`config.mk`:
```
export PLATFORM = sky130hd
export DESIGN_NAME = des_key_schedule
export DESIGN_NICKNAME = d
export VERILOG_FILES = /design/src/rtl/des_key_schedule.sv
export SDC_FILE = /design/constraint.sdc
export NUM_CORES = 1
export LEC_CHECK = 0
export BUFFER_PORTS_ARGS = -buffer_cell sky130_fd_sc_hd__buf_4
export CAP_MARGIN = 20
export CORE_UTILIZATION = 57
export DETAILED_ROUTE_END_ITERATION = 7
export GPL_TIMING_DRIVEN = 0
export PLACE_DENSITY = 0.79
export SYNTH_ARGS = -nofsm -noshare
export SYNTH_HDL_FRONTEND = slang
export SYNTH_SLANG_ARGS = --single-unit
export TNS_END_PERCENT = 100
```
`constraint.sdc`:
```
create_clock -name i_clk -period 6.2 [get_ports i_clk]
set_input_delay 1.86 -clock i_clk [delete_from_list [all_inputs] [get_ports i_clk]]
set_output_delay 1.86 -clock i_clk [all_outputs]
set_load 0.05 [all_outputs]
```
`src/rtl/des_key_schedule.sv`:
```
// rtl/des_key_schedule.sv - sequential DES round-key generator, one 48-bit key per clock
module des_key_schedule (
    input  logic        i_clk,
    input  logic        i_rst,
    input  logic        i_start,
    input  logic        i_decrypt,
    input  logic [63:0] i_key,
    output logic        o_busy,
    output logic        o_rd_key_valid,
    output logic [47:0] o_rd_key,
    output logic [3:0]  o_round,
    output logic        o_done
);

    localparam logic [6:0] PC1 [56] = '{
        7'd57, 7'd49, 7'd41, 7'd33, 7'd25, 7'd17, 7'd9,
        7'd1,  7'd58, 7'd50, 7'd42, 7'd34, 7'd26, 7'd18,
        7'd10, 7'd2,  7'd59, 7'd51, 7'd43, 7'd35, 7'd27,
        7'd19, 7'd11, 7'd3,  7'd60, 7'd52, 7'd44, 7'd36,
        7'd63, 7'd55, 7'd47, 7'd39, 7'd31, 7'd23, 7'd15,
        7'd7,  7'd62, 7'd54, 7'd46, 7'd38, 7'd30, 7'd22,
        7'd14, 7'd6,  7'd61, 7'd53, 7'd45, 7'd37, 7'd29,
        7'd21, 7'd13, 7'd5,  7'd28, 7'd20, 7'd12, 7'd4
    };

    localparam logic [5:0] PC2 [48] = '{
        6'd14, 6'd17, 6'd11, 6'd24, 6'd1,  6'd5,
        6'd3,  6'd28, 6'd15, 6'd6,  6'd21, 6'd10,
        6'd23, 6'd19, 6'd12, 6'd4,  6'd26, 6'd8,
        6'd16, 6'd7,  6'd27, 6'd20, 6'd13, 6'd2,
        6'd41, 6'd52, 6'd31, 6'd37, 6'd47, 6'd55,
        6'd30, 6'd40, 6'd51, 6'd45, 6'd33, 6'd48,
        6'd44, 6'd49, 6'd39, 6'd56, 6'd34, 6'd53,
        6'd46, 6'd42, 6'd50, 6'd36, 6'd29, 6'd32
    };

    typedef enum logic {IDLE, RUN} state_t;

    state_t      state;
    logic [27:0] c;
    logic [27:0] d;
    logic [3:0]  cnt;
    logic        dec;

    // Table entries are 1-indexed FIPS bit numbers; bit 1 is the vector MSB.
    function automatic logic [55:0] pc1_perm(input logic [63:0] k);
        logic [55:0] r;
        r = '0;
        for (logic [5:0] j = 6'd0; j < 6'd56; j = j + 6'd1)
            r[6'd55 - j] = k[6'(7'd64 - PC1[j])];
        return r;
    endfunction

    function automatic logic [47:0] pc2_perm(input logic [55:0] p);
        logic [47:0] r;
        r = '0;
        for (logic [5:0] j = 6'd0; j < 6'd48; j = j + 6'd1)
            r[6'd47 - j] = p[6'd56 - PC2[j]];
        return r;
    endfunction

    function automatic logic [27:0] rol(input logic [27:0] x, input logic two);
        return two ? {x[25:0], x[27:26]} : {x[26:0], x[27]};
    endfunction

    function automatic logic [27:0] ror(input logic [27:0] x, input logic two);
        return two ? {x[1:0], x[27:2]} : {x[0], x[27:1]};
    endfunction

    function automatic logic shift_two(input logic [4:0] r);
        return !(r == 5'd1 || r == 5'd2 || r == 5'd9 || r == 5'd16);
    endfunction

    logic [55:0] pc1_key;
    logic        enc_two;
    logic        dec_two;

    assign pc1_key = pc1_perm(i_key);
    // Encrypt steps toward round cnt+2; decrypt undoes the shift that produced round 16-cnt.
    assign enc_two = shift_two({1'b0, cnt} + 5'd2);
    assign dec_two = shift_two(5'd16 - {1'b0, cnt});

    always_ff @(posedge i_clk or posedge i_rst) begin
        if (i_rst) begin
            state          <= IDLE;
            c              <= '0;
            d              <= '0;
            cnt            <= '0;
            dec            <= 1'b0;
            o_busy         <= 1'b0;
            o_rd_key_valid <= 1'b0;
            o_rd_key       <= '0;
            o_round        <= '0;
            o_done         <= 1'b0;
        end else begin
            case (state)
                IDLE: begin
                    o_rd_key_valid <= 1'b0;
                    o_done         <= 1'b0;
                    o_busy         <= 1'b0;
                    if (i_start) begin
                        dec    <= i_decrypt;
                        cnt    <= '0;
                        o_busy <= 1'b1;
                        state  <= RUN;
                        // C16/D16 equal C0/D0, so decrypt starts from the unrotated halves.
                        if (i_decrypt) begin
                            c <= pc1_key[55:28];
                            d <= pc1_key[27:0];
                        end else begin
                            c <= rol(pc1_key[55:28], 1'b0);
                            d <= rol(pc1_key[27:0], 1'b0);
                        end
                    end
                end
                RUN: begin
                    o_busy         <= 1'b1;
                    o_rd_key_valid <= 1'b1;
                    o_rd_key       <= pc2_perm({c, d});
                    o_round        <= cnt;
                    o_done         <= (cnt == 4'd15);
                    cnt            <= cnt + 4'd1;
                    if (dec) begin
                        c <= ror(c, dec_two);
                        d <= ror(d, dec_two);
                    end else begin
                        c <= rol(c, enc_two);
                        d <= rol(d, enc_two);
                    end
                    if (cnt == 4'd15)
                        state <= IDLE;
                end
                default: state <= IDLE;
            endcase
        end
    end

endmodule

```
Word level (Yosys, flattened, before mapping)
Index checks and enable logic that the tools add are counted.
Widths: inputs -> output; s select.

word-level totals
  register bits = 117

operators by class
  bitwise logic cells = 1
  mux-type cells = 20
  $add $sub $neg = 3
  reduce and logical (&&, ||, !) cells = 7
  equal/unequal tests = 10

operators by type and width
  kind                 count
  $mux 28              10
  $pmux 28 s2          2
  $eq 5x1->1 const B   2
  $eq 5x2->1 const B   2
  $eq 5x4->1 const B   2
  $eq 5x5->1 const B   2
  $pmux 1 s2           4
  $pmux 4 s2           1
  $logic_or 1x1->1     6
  $add 4x2->5 const B  1
  $sub 5x4->5 const A  1
  $add 4x1->4 const B  1
  $eq 4x4->1 const B   1
  $mux 4               1
  $mux 1               2
  $ne 2x2->1 const B   1
  $reduce_and 2->1     1
  $not 1->1            1

Longest topological paths before layout
Gate-level depths: netlist of run 1.

  depth after elaboration = 8
  mapped depth = 10
  mapped depth without buffers = 7

Worst setup path before layout of run 1
No wires, ideal clock.

  kind = input port to flip-flop
  from = in i_decrypt
  to = reg d[10]
  arrival time = 2.920 ns
  cell stages on the path = 7
  path buffers = 3
  setup time = 0.142 ns
  path slack = 3.138 ns
  data required time = 6.058 ns
  cells stage by stage = clkbuf_1 buf_2 buf_2 mux2i_1 nand2_1 o21ai_0 o221ai_1

between the ends
  cells in the longest elaborated chain, start to end = 3

RTL lines
  what                  line  RTL
  start, declared       6     input logic i_decrypt,
  $mux 28               107   if (i_decrypt) begin
  $mux 28               101   if (i_start) begin
  $pmux 28 s2           96    case (state)
  end signal, assigned  109   d <= pc1_key[27:0];
  end signal, assigned  112   d <= rol(pc1_key[27:0], 1'b0);
  end signal, assigned  125   d <= ror(d, dec_two);
  end, declared         41    logic [27:0] d;

Every way passes these cells. The select of a mux whose other input is x is not followed.
A chain may end at the register's enable or synchronous reset.

Worst setup path in the final report of run 1
  from = in i_start
  to = reg d[4]

between the ends
  cells in the longest elaborated chain, start to end = 1

RTL lines
  what                         line  RTL
  start, declared              5     input logic i_start,
  $ne 2x2->1 (no source line)  -

Every way passes these cells.

==> flow_summary.yaml, run 1 <==
layout:
  layout-drive-gt1-share_pct: 28.0
  final_cell_mix: "169 x mux2i_1, 117 x dfrtp_1, 114 x buf_4"
  num_antenna_cells: 0
  fin_nets: 879
  area_growth_pct: 24.2
  mostFrequentLayoutCell: "mux2i_1"
  nFillCells: 888
clock_network:
  path_clk_slew_ns: 0.05
  clockRootBuffer: "clkbuf_16"
  cts_sinks: 117
  cts_buffers: 17
  clk_path_buf_depth: 2
  clkLatencyLatePin_ns: 0.42
  cts_tree: "done"
  htree_num_levels: 4
  cts_hold_buf: 0
  cts_resized: 0
  cts_setup_buffers: 0
drt:
  dr.pass1.iters: 5
  post-route-drc-count: 0
  drt_wl_total_um: 18900
  drtIter0Drc: 530
  postRouteAntennaNets: 0
  vias_per_cell: 6.17
  wl_per_cell_um: 19.1
  vias: 6086
logic_synthesis:
  yosysUniqueCellTypes: 32
  seq_area_frac_synth_pct: 40.6
  syn_inst: 673
  syn_avg_cell_area_um2: 10.7
  syn_nets: 747
  synth-seq-cells: 117
  syn-cell-area_mm2: 0.00721
  yosysWarnings: 0
critical_path:
  slowest_delay_ns: 0.43
  criticalPathCategory: "in2reg"
  cp_slowest_cell: "buf_1"
  critical_path.max_fanout: 10
  cp.arrival_ns: 3.43
  startpoint_type: "input port"
  r2r_cells: 9
  cp-end-kind: "register"
  crit_chain: "clkbuf_1 -> buf_2 -> buf_1 -> nand2_1 -> o21ai_0 -> o221ai_1"
  required_ns: 6.47
power_and_ir_drop:
  combPwrFrac_pct: 53.3
  switching_share_pct: 44.2
  p_leak_nw: 4.60
  p_seq_share_pct: 26.7
  power_density_mw_per_mm2: 601
  pwr-share-clk_pct: 20.0
  intPower_mw: 3.00
  ir_drop_mv: 0.312
  p_switching_mw: 2.38
placed_design:
  io_buffer_count: 112
  pre_cts_ws_ns: 2.68
  place_congestion: 0.883
  dp_hpwl_um: 13200
grt:
  track_usage_pct: 30.5
  grt_max_degree: 75
  grt_pass1_vias: 6038
  antenna_found_initial: 0
  overflow: 0
  grt_pass1_wl_um: 30900
timing:
  finalClockSkew_ns: 0.00700
  maxSlewHeadroom_pct: 40.8
  fin_hold_ws_ns: 0.504
  setup_ws_ns: 3.04
  period_share_pct: 51.0
  setup_viol: 0
  fmaxAchievable_mhz: 316
  tightest_slew_ns: 0.888
  rsz0062_at_grt: "false"
  fin_crit_ns: 3.16
  hold_viol: 0
  slew_viol_final: 0
floorplanning:
  ioPinCount: 123
  core_mm2: 0.0122
  die_h_um: 114
  std_cell_rows: 40
  dieArea_mm2: 0.0131
  start_util_pct: 59.3
  die_w_um: 114
job:
  cap_violations: 0
hold_path:
  hp-class: "reg2reg"
  hold-path-cell-count: 1
run_status:
  status: "complete, no violations"
[worst max-delay path: cells and delay by family]
family,cells,cell delay [ns]
AOI/OAI and AO/OA,2,0.28
buffers and inverters,3,1.19
and+or+nand+nor,1,0.10
[synthesized netlist by cell type]
cell type  count  area (um^2)
xnor2_1        1         8.76
and4_1         1         8.76
inv_2          1         3.75
xor2_1         1         8.76
buf_2         11         55.1
mux2_2        53          597
nand2b_1       4         25.0
dfrtp_1      117         2930
ha_1           6         75.1
o31ai_1        2         15.0
o21ai_0       57          285
a21o_1         1         7.51
and3_4         1         11.3
nor2_1         5         18.8
buf_4          2         15.0
o31ai_2        1         12.5
clkbuf_1      35          131
nand2b_4       1         13.8
o221ai_1      56          490
buf_6         10          113
and3_1        56          350
nor3_1         2         10.0
nand3b_1       1         7.51
inv_1          4         15.0
and2_1         2         12.5
nand2_1       62          233
o32ai_2        1         16.3
nand3_2        1         10.0
buf_1          7         26.3
o22ai_2        1         12.5
a21oi_1        1         5.00
mux2i_1      169         1690
[metrics by stage]
stage          setup TNS, ns  std cells  power, mW  utilization (%)  instance area [um^2]
3_5_place_dp               0        954       4.28             68.2                  8300
6_report                   0        986       5.39             73.6                  8960
2_1_floorplan              0        673       3.51                -                  7210
3_3_place_gp          -19.49        953       4.19             68.0                  8260
4_1_cts                    0        986       5.38             73.6                  8960
5_1_grt                    0        986       5.65             73.6                  8960
[power groups by stage]
stage | sequential [mW] | clock [mW] | combinational [mW]
finish | 1.44 | 1.08 | 2.87
global route | 1.48 | 1.12 | 3.06
CTS | 1.43 | 1.09 | 2.86
detailed placement | 1.43 | 0 | 2.84
global placement | 1.42 | 0 | 2.77
floorplan | 1.96 | 0 | 1.54
[area by class of cell]
class                      count  area (um^2)  share of cell area [%]
multi-input combinational    486         3930                    43.8
sequential                   117         2930                    32.7
timing repair buffer         113          868                    9.70
clock buffer                  26          549                    6.13
buffer                        65          340                    3.80
tap                          168          210                    2.35
clock inverter                 6          110                    1.23
inverter                       5         23.8                   0.265
[worst paths after layout]
kind | start | end | slack, ns
max | i_start | d[4]$_DFFE_PP0P_ | 3.04
min | o_rd_key[2]$_DFFE_PP0P_ | o_rd_key[2]$_DFFE_PP0P_ | 0.50
max reg2reg | cnt[1]$_DFFE_PP0P_ | d[11]$_DFFE_PP0P_ | 3.64
min reg2reg | o_rd_key[2]$_DFFE_PP0P_ | o_rd_key[2]$_DFFE_PP0P_ | 0.50
max in group asynchronous | i_rst | o_rd_key[2]$_DFFE_PP0P_ | 4.04
min in group asynchronous | i_rst | o_rd_key_valid$_DFF_PP0_ | 1.45
[kinds of logic after synthesis]
logic type               after synthesis  share of synthesized area, %
flip-flops                           117                          40.6
buffers and inverters                 70                          4.98
XOR/XNOR                               2                         0.243
AO/OA/AOI/OAI                        120                          11.7
multiplexers                         222                          31.7
adder cells (fa/ha/maj)                6                          1.04
AND/OR/NAND/NOR                      136                          9.71
[routing by layer]
metal	part of all wire [%]	track usage, %
met2	47	47.8
met1	43	40.2
met4	3.0	14.1
met5	0	0
met3	7.4	7.15
[state kept, by name, indices dropped and copies added (netlist names)]
signal,cells
c,28
cnt,4
state,1
dec,1
d,28
o_rd_key,48
o_done,1
o_round,4
o_busy,1
o_rd_key_valid,1
Power figures use the tool's default switching activity.
==> run 2, diff against run 1 <==
Settings changed: CORE_UTILIZATION 57 to 52, PLACE_DENSITY 0.79 to 0.76.
Clock period 6.2 ns to 2.6 ns, I/O delays scaled along.
==> run 2 against run 1 <==
  * Hold slack improved by 0.0022 ns
  * Largest power group unchanged
  * Sequential power increased by 140%
  * Clock power increased by 120%
==> flow_summary.yaml, run 2 (same netlist as run 1, synthesis figures left out) <==
floorplanning:
  ioPinCount: 123
  std_cell_rows: 42
  dieArea_mm2: 0.0143
  die_w_um: 120
  core_mm2: 0.0134
  die_h_um: 120
  start_util_pct: 53.8
layout:
  fin_nets: 880
  regMostFlops: "o_rd_key"
  nFillCells: 1066
  num_antenna_cells: 0
  largest_registers: "o_rd_key x48, c x28, d x28"
  final_cell_mix: "169 x mux2i_1, 117 x dfrtp_1, 114 x buf_4"
  area_growth_pct: 23.5
  layout-drive-gt1-share_pct: 27.9
  stdcell_area_mm2: 0.00891
  final_core_util_pct: 66.5
  mostFrequentLayoutCell: "mux2i_1"
  seqCellArea_mm2: 0.00293
  multi_input_area_mm2: 0.00393
  largest_reg_flops: 48
job:
  cap_violations: 0
timing:
  maxSlewHeadroom_pct: 40.7
  rsz0062_at_grt: "false"
  hold_viol: 0
  fmaxAchievable_mhz: 416
  setup_viol: 0
  fin_hold_ws_ns: 0.506
  period_share_pct: 92.5
  slew_viol_final: 0
  setup_ws_ns: 0.195
  fin_crit_ns: 2.41
  tightest_slew_ns: 0.889
  finalClockSkew_ns: 0.0104
clock_network:
  cts_hold_buf: 0
  cts_sinks: 117
  clockRootBuffer: "clkbuf_16"
  clk_path_buf_depth: 2
  cts_tree: "done"
  htree_num_levels: 4
  clkLatencyLatePin_ns: 0.43
  cts_resized: 0
  cts_buffers: 17
  cts_setup_buffers: 0
  path_clk_slew_ns: 0.06
drt:
  postRouteAntennaNets: 0
  vias: 6136
  drt_wl_total_um: 19300
  dr.pass1.iters: 5
  post-route-drc-count: 0
  drtIter0Drc: 480
  wl_per_cell_um: 19.4
  vias_per_cell: 6.17
critical_path:
  criticalPathCategory: "reg2reg"
  cp-end-kind: "register"
  startpoint_type: "register"
  required_ns: 2.87
  cp.arrival_ns: 2.68
  critical_path.max_fanout: 10
power_and_ir_drop:
  combPwrFrac_pct: 54.1
  power_density_mw_per_mm2: 1420
  switching_share_pct: 44.9
  p_switching_mw: 5.67
  power.total_mw: 12.6
  intPower_mw: 6.97
  ir_drop_mv: 0.867
  p_leak_nw: 4.57
  p_seq_share_pct: 27.1
  pwr-share-clk_pct: 18.7
placed_design:
  dp_hpwl_um: 13500
  pre_cts_ws_ns: 0.127
  io_buffer_count: 112
  place_congestion: 0.866
  postPlaceCellArea_mm2: 0.00832
grt:
  antenna_found_initial: 0
  grt_pass1_vias: 6077
  overflow: 0
  grt_pass1_wl_um: 31700
  grt_max_degree: 42
  track_usage_pct: 28.1
hold_path:
  hp-class: "in2async"
run_status:
  status: "complete, no violations"
==> run 2: critical path: stages, from the launching register on <==
cell,delay (ns)
dfrtp_1,0.47
inv_1,0.16
ha_1,0.23
nand2b_4,0.07
and3_4,0.17
o32ai_2,0.32
buf_6,0.24
buf_6,0.19
mux2i_1,0.25
o221ai_1,0.15
==> run 2: layer usage <==
layer	vias to the layer above	GRT usage [%]	share of wire [%]
met5	-	0	0
met4	0	12.0	2.8
met3	46	5.18	5.2
met2	195	44.7	47
met1	3109	37.4	45
li1	2786	-	-
==> run 2: power by group through the flow <==
stage	Clock, mW	Combinational [mW]	Sequential, mW
floorplan	0	3.68	4.68
global placement	0	6.64	3.38
detailed placement	0	6.78	3.42
CTS	2.37	6.84	3.40
global route	2.46	7.30	3.54
finish	2.37	6.84	3.43
==> run 2: metrics by stage <==
step	instances	setup TNS, ns
after floorplan	673	0
after global placement	961	-47.10
after global routing	994	0
after detailed placement	963	0
final	994	0
after CTS	994	0
==> run 2: path summary, 6_finish.rpt <==
check / cells after the start / to / slack (ns) / from
setup / recovery: 9 / c[10]$_DFFE_PP0P_ / 0.19 / cnt[1]$_DFFE_PP0P_
hold / removal: 2 / o_rd_key[25]$_DFFE_PP0P_ / 0.51 / i_rst
setup reg to reg: 9 / c[10]$_DFFE_PP0P_ / 0.19 / cnt[1]$_DFFE_PP0P_
hold reg to reg: 1 / o_rd_key[10]$_DFFE_PP0P_ / 0.51 / o_rd_key[10]$_DFFE_PP0P_
max in group asynchronous: 4 / o_rd_key[20]$_DFFE_PP0P_ / 1.13 / i_rst
min in group i_clk: 1 / o_rd_key[10]$_DFFE_PP0P_ / 0.51 / o_rd_key[10]$_DFFE_PP0P_
==> run 2: cell type report <==
cell class                 count  share of cell area, %
timing repair buffer         114                   9.89
inverter                       5                  0.253
clock inverter                11                   1.49
tap                          176                   2.47
multi-input combinational    486                   44.1
clock buffer                  20                   5.13
sequential                   117                   32.9
buffer                        65                   3.82
==> run 3, diff against run 2 <==
Settings changed: CORE_ASPECT_RATIO set to 1.4.
==> run 3 against run 2 <==
  * Setup slack better by 0.030 ns
  * Final cell count rose by 0.80%
  * Power hardly changed
  * Non-clock buffer count increased by 1
  * Register-to-register slack improved by 0.03 ns
  * Global-route usage increased by 0.27 points
  * Final area increased by 0.39%
  * Largest cell class unchanged
  * Largest power group unchanged
==> flow_summary.yaml, run 3 (same netlist as run 1, synthesis figures left out) <==
floorplanning:
  die_h_um: 141
  dieArea_mm2: 0.0144
  ioPinCount: 123
  std_cell_rows: 50
  core_mm2: 0.0135
  die_w_um: 102
  start_util_pct: 53.6
layout:
  layout-drive-gt1-share_pct: 28.0
  seqCellArea_mm2: 0.00293
  largest_registers: "o_rd_key x48, c x28, d x28"
  largest_reg_flops: 48
  area_growth_pct: 24.0
  nFillCells: 1068
  num_antenna_cells: 0
  final_cell_mix: "169 x mux2i_1, 117 x dfrtp_1, 114 x buf_4"
  regMostFlops: "o_rd_key"
  fin_nets: 881
  final_core_util_pct: 66.5
  multi_input_area_mm2: 0.00393
  mostFrequentLayoutCell: "mux2i_1"
clock_network:
  clockRootBuffer: "clkbuf_16"
  cts_sinks: 117
  cts_hold_buf: 0
  clkLatencyLatePin_ns: 0.42
  clk_path_buf_depth: 2
  htree_num_levels: 4
  path_clk_slew_ns: 0.06
  cts_tree: "done"
  cts_setup_buffers: 0
  cts_resized: 0
  cts_buffers: 17
placed_design:
  io_buffer_count: 112
  dp_hpwl_um: 13900
  place_congestion: 0.854
timing:
  hold_viol: 0
  period_share_pct: 91.3
  fin_crit_ns: 2.37
  setup_viol: 0
  rsz0062_at_grt: "false"
  tightest_slew_ns: 0.912
  slew_viol_final: 0
  maxSlewHeadroom_pct: 39.2
  setup_tns_ns: 0
  fmaxAchievable_mhz: 421
  finalClockSkew_ns: 0.0112
critical_path:
  crit_chain: "clkbuf_1 -> clkbuf_1 -> clkbuf_1 -> o221ai_1"
  cp.arrival_ns: 2.64
  slowest_delay_ns: 0.73
  criticalPathCategory: "reg2reg"
  cp-end-kind: "register"
  startpoint_type: "register"
  critical_path.max_fanout: 10
  cpMostUsedCell: "clkbuf_1"
  required_ns: 2.86
  path_buf_inv: 3
  cp_slowest_cell: "clkbuf_1"
  critPathTopFamily: "buffers and inverters"
grt:
  antenna_found_initial: 0
  grt_pass1_wl_um: 31600
  grt_max_degree: 37
  grt_pass1_vias: 6354
  overflow: 0
  track_usage_pct: 28.3
power_and_ir_drop:
  power_density_mw_per_mm2: 1410
  p_leak_nw: 4.57
  ir_drop_mv: 0.699
  power.total_mw: 12.6
hold_path:
  hp-class: "in2async"
drt:
  post-route-drc-count: 0
  postRouteAntennaNets: 0
  dr.pass1.iters: 5
  drt_wl_total_um: 19400
  wl_per_cell_um: 19.4
  vias: 6165
  drtIter0Drc: 399
  vias_per_cell: 6.15
run_status:
  status: "complete, no violations"
job:
  cap_violations: 0
## run 3: changes by cell type in the layout (fill, tap and decap cells not counted), sizes merged
cell	change
bufinv	-1
clkbuf	+1
clkinvlp	+3
clkinv	-2
buf	+1
## run 3: power by group
part,switching (mW),internal [mW]
combinational,4.09,2.76
clock,0.874,1.49
sequential,0.752,2.68
total,5.71,6.92
## run 3: path summary, 6_finish.rpt
kind	to	slack, ns	start	depth (start not counted)
min in group i_clk	o_rd_key[6]$_DFFE_PP0P_	0.51	o_rd_key[6]$_DFFE_PP0P_	1
hold / removal	cnt[3]$_DFFE_PP0P_	0.46	i_rst	2
hold reg to reg	o_rd_key[6]$_DFFE_PP0P_	0.51	o_rd_key[6]$_DFFE_PP0P_	1
setup / recovery	d[26]$_DFFE_PP0P_	0.23	state$_DFF_PP0_	4
max in group asynchronous	d[27]$_DFFE_PP0P_	1.31	i_rst	4
setup reg to reg	d[26]$_DFFE_PP0P_	0.23	state$_DFF_PP0_	4
## run 3: area by class of cell
| type | instances | area share [%] |
|---|---|---|
| multi-input cells | 486 | 43.9 |
| clock buffers | 21 | 5.26 |
| plain buffers | 65 | 3.81 |
| clock inverters | 11 | 1.41 |
| repair buffers | 115 | 10.1 |
| flip-flops and latches | 117 | 32.7 |
| inverters | 5 | 0.252 |
| well taps | 182 | 2.55 |
## run 3: routing by layer
metal	vias to the layer above	wire [um]	GRT usage (%)
met4	0	428	12.3
met3	36	1080	4.29
met1	3084	8040	35.6
li1	2790	-	-
met5	-	0	0
met2	255	9860	47.9
## run 3: stage by stage
stage               std cells  setup WS (ns)  hold slack, ns  instance area (um^2)
floorplan                 673          0.393           0.426                  7220
global placement          967         -0.413           0.492                  8290
detailed placement        970          0.125           0.497                  8350
CTS                      1002          0.228           0.475                  8940
global route             1002         0.0748           0.515                  8940
finish                   1002          0.225           0.456                  8940
